**config.mk**
```make
export PLATFORM = sky130hd
export DESIGN_NAME = adc_scan_scheduler
export DESIGN_NICKNAME = d
export VERILOG_FILES = /design/src/rtl/adc_sched_pkg.sv /design/src/rtl/adc_done_edge.sv /design/src/rtl/adc_scan_scheduler.sv
export SDC_FILE = /design/constraint.sdc
export NUM_CORES = 1
export LEC_CHECK = 0
export CORE_ASPECT_RATIO = 2
export CORE_MARGIN = 2
export CORE_UTILIZATION = 60
export DETAILED_ROUTE_END_ITERATION = 10
export DONT_BUFFER_PORTS = 1
export GPL_TIMING_DRIVEN = 0
export PLACE_DENSITY = 0.76
export SYNTH_ARGS = -nofsm -noshare
export SYNTH_HDL_FRONTEND = slang
export SYNTH_SLANG_ARGS = --single-unit
```
**constraint.sdc**
```tcl
create_clock -name clk -period 6.36 [get_ports clk]
set_input_delay 0.636 -clock clk [delete_from_list [all_inputs] [get_ports clk]]
set_output_delay 0.636 -clock clk [all_outputs]
set_load 0.01 [all_outputs]
```
**src/rtl/adc_sched_pkg.sv**
```systemverilog
// rtl/adc_sched_pkg.sv - shared types, widths and helpers for the ADC scan scheduler
// Contents: sched_state_t FSM encoding, ADC_RES_W / CH_W word widths,
//           sel_width() select-width helper, raw_word() / offset_word() result formatters.
package adc_sched_pkg;

    localparam int ADC_RES_W = 12;
    localparam int CH_W      = 16;

    typedef enum logic [2:0] {
        IDLE,
        SETTLE,
        START,
        WAIT,
        NEXT,
        DONE
    } sched_state_t;

    function automatic int sel_width(input int n_ch);
        return (n_ch > 1) ? $clog2(n_ch) : 1;
    endfunction

    // Unsigned conversion result, zero-extended to the published word width.
    function automatic logic [CH_W-1:0] raw_word(input logic [ADC_RES_W-1:0] raw);
        return {{(CH_W-ADC_RES_W){1'b0}}, raw};
    endfunction

    // Offset-corrected result: 13-bit two's complement difference, sign-extended.
    function automatic logic [CH_W-1:0] offset_word(input logic [ADC_RES_W-1:0] raw,
                                                    input logic [ADC_RES_W-1:0] off);
        logic [ADC_RES_W:0] diff;
        diff = {1'b0, raw} - {1'b0, off};
        return {{(CH_W-ADC_RES_W-1){diff[ADC_RES_W]}}, diff};
    endfunction

endpackage

```
**src/rtl/adc_done_edge.sv**
```systemverilog
// rtl/adc_done_edge.sv - ADC done-level register and rising-edge pulse
// Ports: clk, rst_n (async active-low) | done: ADC done level | done_rise: one-cycle rise pulse
module adc_done_edge (
    input  logic clk,
    input  logic rst_n,
    input  logic done,
    output logic done_rise
);

    logic done_q;

    always_ff @(posedge clk or negedge rst_n) begin
        if (!rst_n) begin
            done_q <= 1'b0;
        end else begin
            done_q <= done;
        end
    end

    // A done level that stays high produces exactly one pulse.
    assign done_rise = done & ~done_q;

endmodule

```
**src/rtl/adc_scan_scheduler.sv**
```systemverilog
// rtl/adc_scan_scheduler.sv - PWM-triggered scan of N_CH mux channels through one shared SPI ADC
// Ports: clk, rst_n (async active-low)
//        trig          scan request pulse
//        adc_data      ADC result, bits [11:0] used
//        adc_done      ADC done level
//        adc_start     one-cycle conversion start
//        mux_sel       analog mux select
//        ch_data       packed frame, channel k at [16k+15:16k]
//        frame_valid   one-cycle pulse when ch_data updates
//        busy          scan in progress
//        overrun       sticky, trig seen while busy
//        timeout_err   sticky, ADC done never rose
// Build option: ADC_OFFSET_CAL_EN - first frame after reset becomes per-channel offsets,
//               later frames publish signed (raw - offset).
module adc_scan_scheduler
    import adc_sched_pkg::*;
#(
    parameter int N_CH        = 4,
    parameter int SETTLE_CYC  = 16,
    parameter int TIMEOUT_CYC = 1024
) (
    input  logic                 clk,
    input  logic                 rst_n,
    input  logic                 trig,
    input  logic [15:0]          adc_data,
    input  logic                 adc_done,
    output logic                 adc_start,
    output logic [2:0]           mux_sel,
    output logic [CH_W*N_CH-1:0] ch_data,
    output logic                 frame_valid,
    output logic                 busy,
    output logic                 overrun,
    output logic                 timeout_err
);

    localparam int SEL_W   = sel_width(N_CH);
    localparam int CNT_MAX = (TIMEOUT_CYC > SETTLE_CYC) ? TIMEOUT_CYC : SETTLE_CYC;
    localparam int CNT_W   = $clog2(CNT_MAX + 1);

    localparam logic [SEL_W-1:0] CH_LAST     = SEL_W'(N_CH - 1);
    localparam logic [CNT_W-1:0] SETTLE_LAST = CNT_W'(SETTLE_CYC - 1);
    // The counter is cleared in START and first reads 0 in the first WAIT cycle, so
    // matching TIMEOUT_CYC-2 makes the registered error appear TIMEOUT_CYC cycles after START.
    localparam logic [CNT_W-1:0] TO_LAST     = CNT_W'(TIMEOUT_CYC - 2);

    sched_state_t           state;
    logic [SEL_W-1:0]       ch;
    logic [CNT_W-1:0]       cnt;
    logic [ADC_RES_W-1:0]   shadow [N_CH];
    logic                   done_rise;
    logic [3:0]             unused_adc_hi;

`ifdef ADC_OFFSET_CAL_EN
    logic [ADC_RES_W-1:0]   offset [N_CH];
    logic                   cal_done;
`endif

    assign unused_adc_hi = adc_data[15:12];

    adc_done_edge u_done_edge (
        .clk       (clk),
        .rst_n     (rst_n),
        .done      (adc_done),
        .done_rise (done_rise)
    );

    always_ff @(posedge clk or negedge rst_n) begin
        if (!rst_n) begin
            state       <= IDLE;
            ch          <= '0;
            cnt         <= '0;
            adc_start   <= 1'b0;
            mux_sel     <= '0;
            ch_data     <= '0;
            frame_valid <= 1'b0;
            busy        <= 1'b0;
            overrun     <= 1'b0;
            timeout_err <= 1'b0;
            for (int k = 0; k < N_CH; k++) begin
                shadow[k] <= '0;
            end
`ifdef ADC_OFFSET_CAL_EN
            cal_done <= 1'b0;
            for (int k = 0; k < N_CH; k++) begin
                offset[k] <= '0;
            end
`endif
        end else begin
            adc_start   <= 1'b0;
            frame_valid <= 1'b0;

            // Anything other than IDLE, including the DONE cycle, refuses a new scan.
            if (trig && state != IDLE) begin
                overrun <= 1'b1;
            end

            case (state)
                IDLE: begin
                    if (trig) begin
                        ch      <= '0;
                        mux_sel <= '0;
                        busy    <= 1'b1;
                        cnt     <= '0;
                        state   <= SETTLE;
                    end
                end
                SETTLE: begin
                    if (cnt == SETTLE_LAST) begin
                        adc_start <= 1'b1;
                        state     <= START;
                    end else begin
                        cnt <= cnt + 1'b1;
                    end
                end
                START: begin
                    cnt   <= '0;
                    state <= WAIT;
                end
                WAIT: begin
                    if (done_rise) begin
                        shadow[ch] <= adc_data[ADC_RES_W-1:0];
                        // Select is updated so the new channel is already driven during NEXT.
                        if (ch != CH_LAST) begin
                            mux_sel <= 3'(ch + 1'b1);
                        end
                        state <= NEXT;
                    end else if (cnt == TO_LAST) begin
                        timeout_err <= 1'b1;
                        busy        <= 1'b0;
                        state       <= IDLE;
                    end else begin
                        cnt <= cnt + 1'b1;
                    end
                end
                NEXT: begin
                    if (ch == CH_LAST) begin
                        // Published here so ch_data, frame_valid and busy=0 show in DONE.
`ifdef ADC_OFFSET_CAL_EN
                        if (cal_done) begin
                            for (int k = 0; k < N_CH; k++) begin
                                ch_data[k*CH_W +: CH_W] <= offset_word(shadow[k], offset[k]);
                            end
                            frame_valid <= 1'b1;
                        end else begin
                            for (int k = 0; k < N_CH; k++) begin
                                offset[k] <= shadow[k];
                            end
                            cal_done <= 1'b1;
                        end
`else
                        for (int k = 0; k < N_CH; k++) begin
                            ch_data[k*CH_W +: CH_W] <= raw_word(shadow[k]);
                        end
                        frame_valid <= 1'b1;
`endif
                        busy  <= 1'b0;
                        state <= DONE;
                    end else begin
                        ch    <= ch + 1'b1;
                        cnt   <= '0;
                        state <= SETTLE;
                    end
                end
                DONE: begin
                    state <= IDLE;
                end
                default: begin
                    state <= IDLE;
                end
            endcase
        end
    end

endmodule

```
==> results.cfg <==
[status]
outcome = complete, no violations

[place]
place_inst = 488
gp_congestion = 0.8444
io_buffers = 0
hpwl_um = 7065

[synth]
ys_ff_latch = 121
synth.distinct_cells = 45
async_flop_share_pct = 100.0
synth_ff_type = dfrtp_1
yosysMostFrequentCell = dfrtp_1
synth-edff-count = 0
ys_warn_count = 0
yosysTopAreaCell = dfrtp_1
syn_avg_cell_area_um2 = 13.50
syn_area_um2 = 5062
synth_common_cells = 121 x dfrtp_1, 91 x mux2_2, 23 x nand2_1, 16 x buf_4, 14 x nor2_1
syn_inst = 375
synth_top_cell_area_share_pct = 59.81
synth.top_cells.by_area = dfrtp_1 60%, mux2_2 20%, buf_4 2.4%
ys_seq_area_share_pct = 59.81

[grt]
grt_pass1_wl_um = 16240
overflow = 0
grt_pass1_vias = 3215
antenna_found_initial = 0
grtUsageTotal_pct = 24.57
grt_max_degree = 122

[final_layout]
area_delta_synth_final_pct = 15.94
fillCellCount = 554
drive_gt1_share_pct = 34.60
final_util_pct = 71.29
n_antenna_cell = 0
nets = 436
stdcell_count = 520
seq_area_um2 = 3028
multiInputGateArea_um2 = 1873

[sta]
min_period_ns = 2.472
slew_headroom_pct = 45.92
tns_ns = 0
setup_viol = 0
skew_ns = 0.006249
hold_violations = 0
rsz0062_at_grt = no
slew_viol_final = 0
max_freq_mhz = 404.5
tightest_slew_ns = 0.8080
min_period_over_period_pct = 38.87

[worst_setup_path]
critPathMaxStageDelay_ns = 0.68
slowest_stage = a2bb2oi_1
worstSetupEndpointType = flop
worst_ep_required_time_ns = 6.61
crit_arrival_ns = 2.72
critical_path_class = flop to flop
crit_chain = inv_1 > ha_1 > nand4b_1 > or3_1 > nand3_1 > a2bb2oi_1 > o41ai_1
cp_max_fo = 7
critPathLaunchType = flop
r2r_setup_slack_ns = 3.89

[die]
io_pins = 92
die_width_um = 68.95
die-area_um2 = 9232
core_area_um2 = 8233
std_cell_rows = 47
die_h_um = 133.9
start_util_pct = 61.49

[drt]
via_count = 3016
vias_per_cell = 5.800
dr.pass1.iters = 5
routed_wl_um = 10360
drc = 0
ant_nets = 0
routedWlPerCell_um = 19.92
drt_iter0_drc = 218

[clock_tree]
tritoncts = done
cts_num_sinks = 121
cts.clk_slew.worst_paths_ns = 0.05
clock_path_buffers = 2
clk_latency_ns = 0.40
cts-root-buf = clkbuf_16
htreeDepth = 4
cts_buffers = 17
ctsResizeCount = 0

[pwr]
ir_drop_v = 0.0002850
p_leak_nw = 2.943
powerDensity_nw_per_um2 = 382.8

[hold_path]
min_path_type = input port to async pin

[run]
drv_cap = 0
-- cell usage in the layout, fill, tap and decap left out, types with 4 or more instances in the layout --
cell type	instances
mux2_2	91
buf_4	16
o21ai_0	8
nand3_1	6
nor4_1	4
nand2b_1	6
bufinv_16	4
dfrtp_1	121
conb_1	16
mux2_1	6
o31ai_1	6
ha_1	6
clkbuf_1	12
buf_2	6
clkinv_2	6
inv_1	6
nor3_1	6
nand2_1	23
nor2_1	14
a21oi_1	4
clkbuf_16	17
-- registers in the layout, summed over array words and instances, names as in the netlist --
| register | flops |
|---|---|
| mux_sel | 3 |
| overrun | 1 |
| shadow | 48 |
| frame_valid | 1 |
| ch | 2 |
| timeout_err | 1 |
| cnt | 11 |
| u_done_edge.done_q | 1 |
| busy | 1 |
| adc_start | 1 |
| ch_data | 48 |
| state | 3 |
-- layer usage --
layer | share of wire (%) | global-route usage [%]
met1 | 35 | 26.48
met4 | 2.6 | 11.00
met2 | 56 | 41.67
met5 | 0 | 0
met3 | 6.2 | 8.725
-- kinds of logic after synthesis --
kind of cell,Yosys count,share of synthesized area (%)
and+or+nand+nor,73,7.118
AOI/OAI and AO/OA,39,5.636
DFF,121,59.81
muxes,97,21.58
other,1,0.07408
adders and majority gates,6,1.483
buffers and inverters,38,4.301
-- power breakdown --
group	internal, mW	switching [mW]	total (mW)
combinational	0.150	0.187	0.337
clock	0.658	0.316	0.974
sequential	0.868	0.0679	0.936
-- cell type report --
class	instances	area share, %
Clock inverter	10	2.558
Multi-Input combinational cell	231	31.91
Tap cell	98	2.089
Clock buffer	21	7.674
Inverter	6	0.3837
Timing Repair Buffer	1	0.4690
Buffer	32	3.326
Sequential cell	121	51.59
-- worst max-delay path, delay by kind of cell (launching register included) --
kind                     cells  cell delay [ns]
AO/OA/AOI/OAI                2             0.85
flip-flops                   1             0.41
adder cells (fa/ha/maj)      1             0.19
AND/OR/NAND/NOR              3             0.74
buffers and inverters        1             0.11
-- what timing repair did --
| action | CTS | global route |
|---|---|---|
| hold buffers | 1 | 0 |
| buffers inserted | 0 | 0 |
| endpoints found under the hold margin | 121 | 0 |
-- metrics by stage --
stage	instance area [µm²]	hold WS (ns)	total power [mW]	setup slack [ns]
2_1_floorplan	5119	0.3404	1.184	4.139
3_3_place_gp	5241	0.3434	1.246	3.967
3_5_place_dp	5241	0.3441	1.262	3.917
4_1_cts	5869	0.2107	2.259	3.889
5_1_grt	5869	0.2079	2.345	3.758
6_report	5869	0.1727	2.247	3.888
-- path summary, 6_finish.rpt --
kind,start,end,cells past startpoint
hold reg to reg,shadow[3]$_DFFE_PN0P_,ch_data[51]$_DFFE_PN0P_,1
hold / removal,rst_n,ch_data[53]$_DFFE_PN0P_,1
min in group clk,adc_done,u_done_edge.done_q$_DFF_PN0_,0
max in group asynchronous,rst_n,shadow[9]$_DFFE_PN0P_,1
setup / recovery,cnt[0]$_DFFE_PN0P_,cnt[5]$_DFFE_PN0P_,7
setup reg to reg,cnt[0]$_DFFE_PN0P_,cnt[5]$_DFFE_PN0P_,7
No activity file was read; power rests on OpenSTA's default activity.
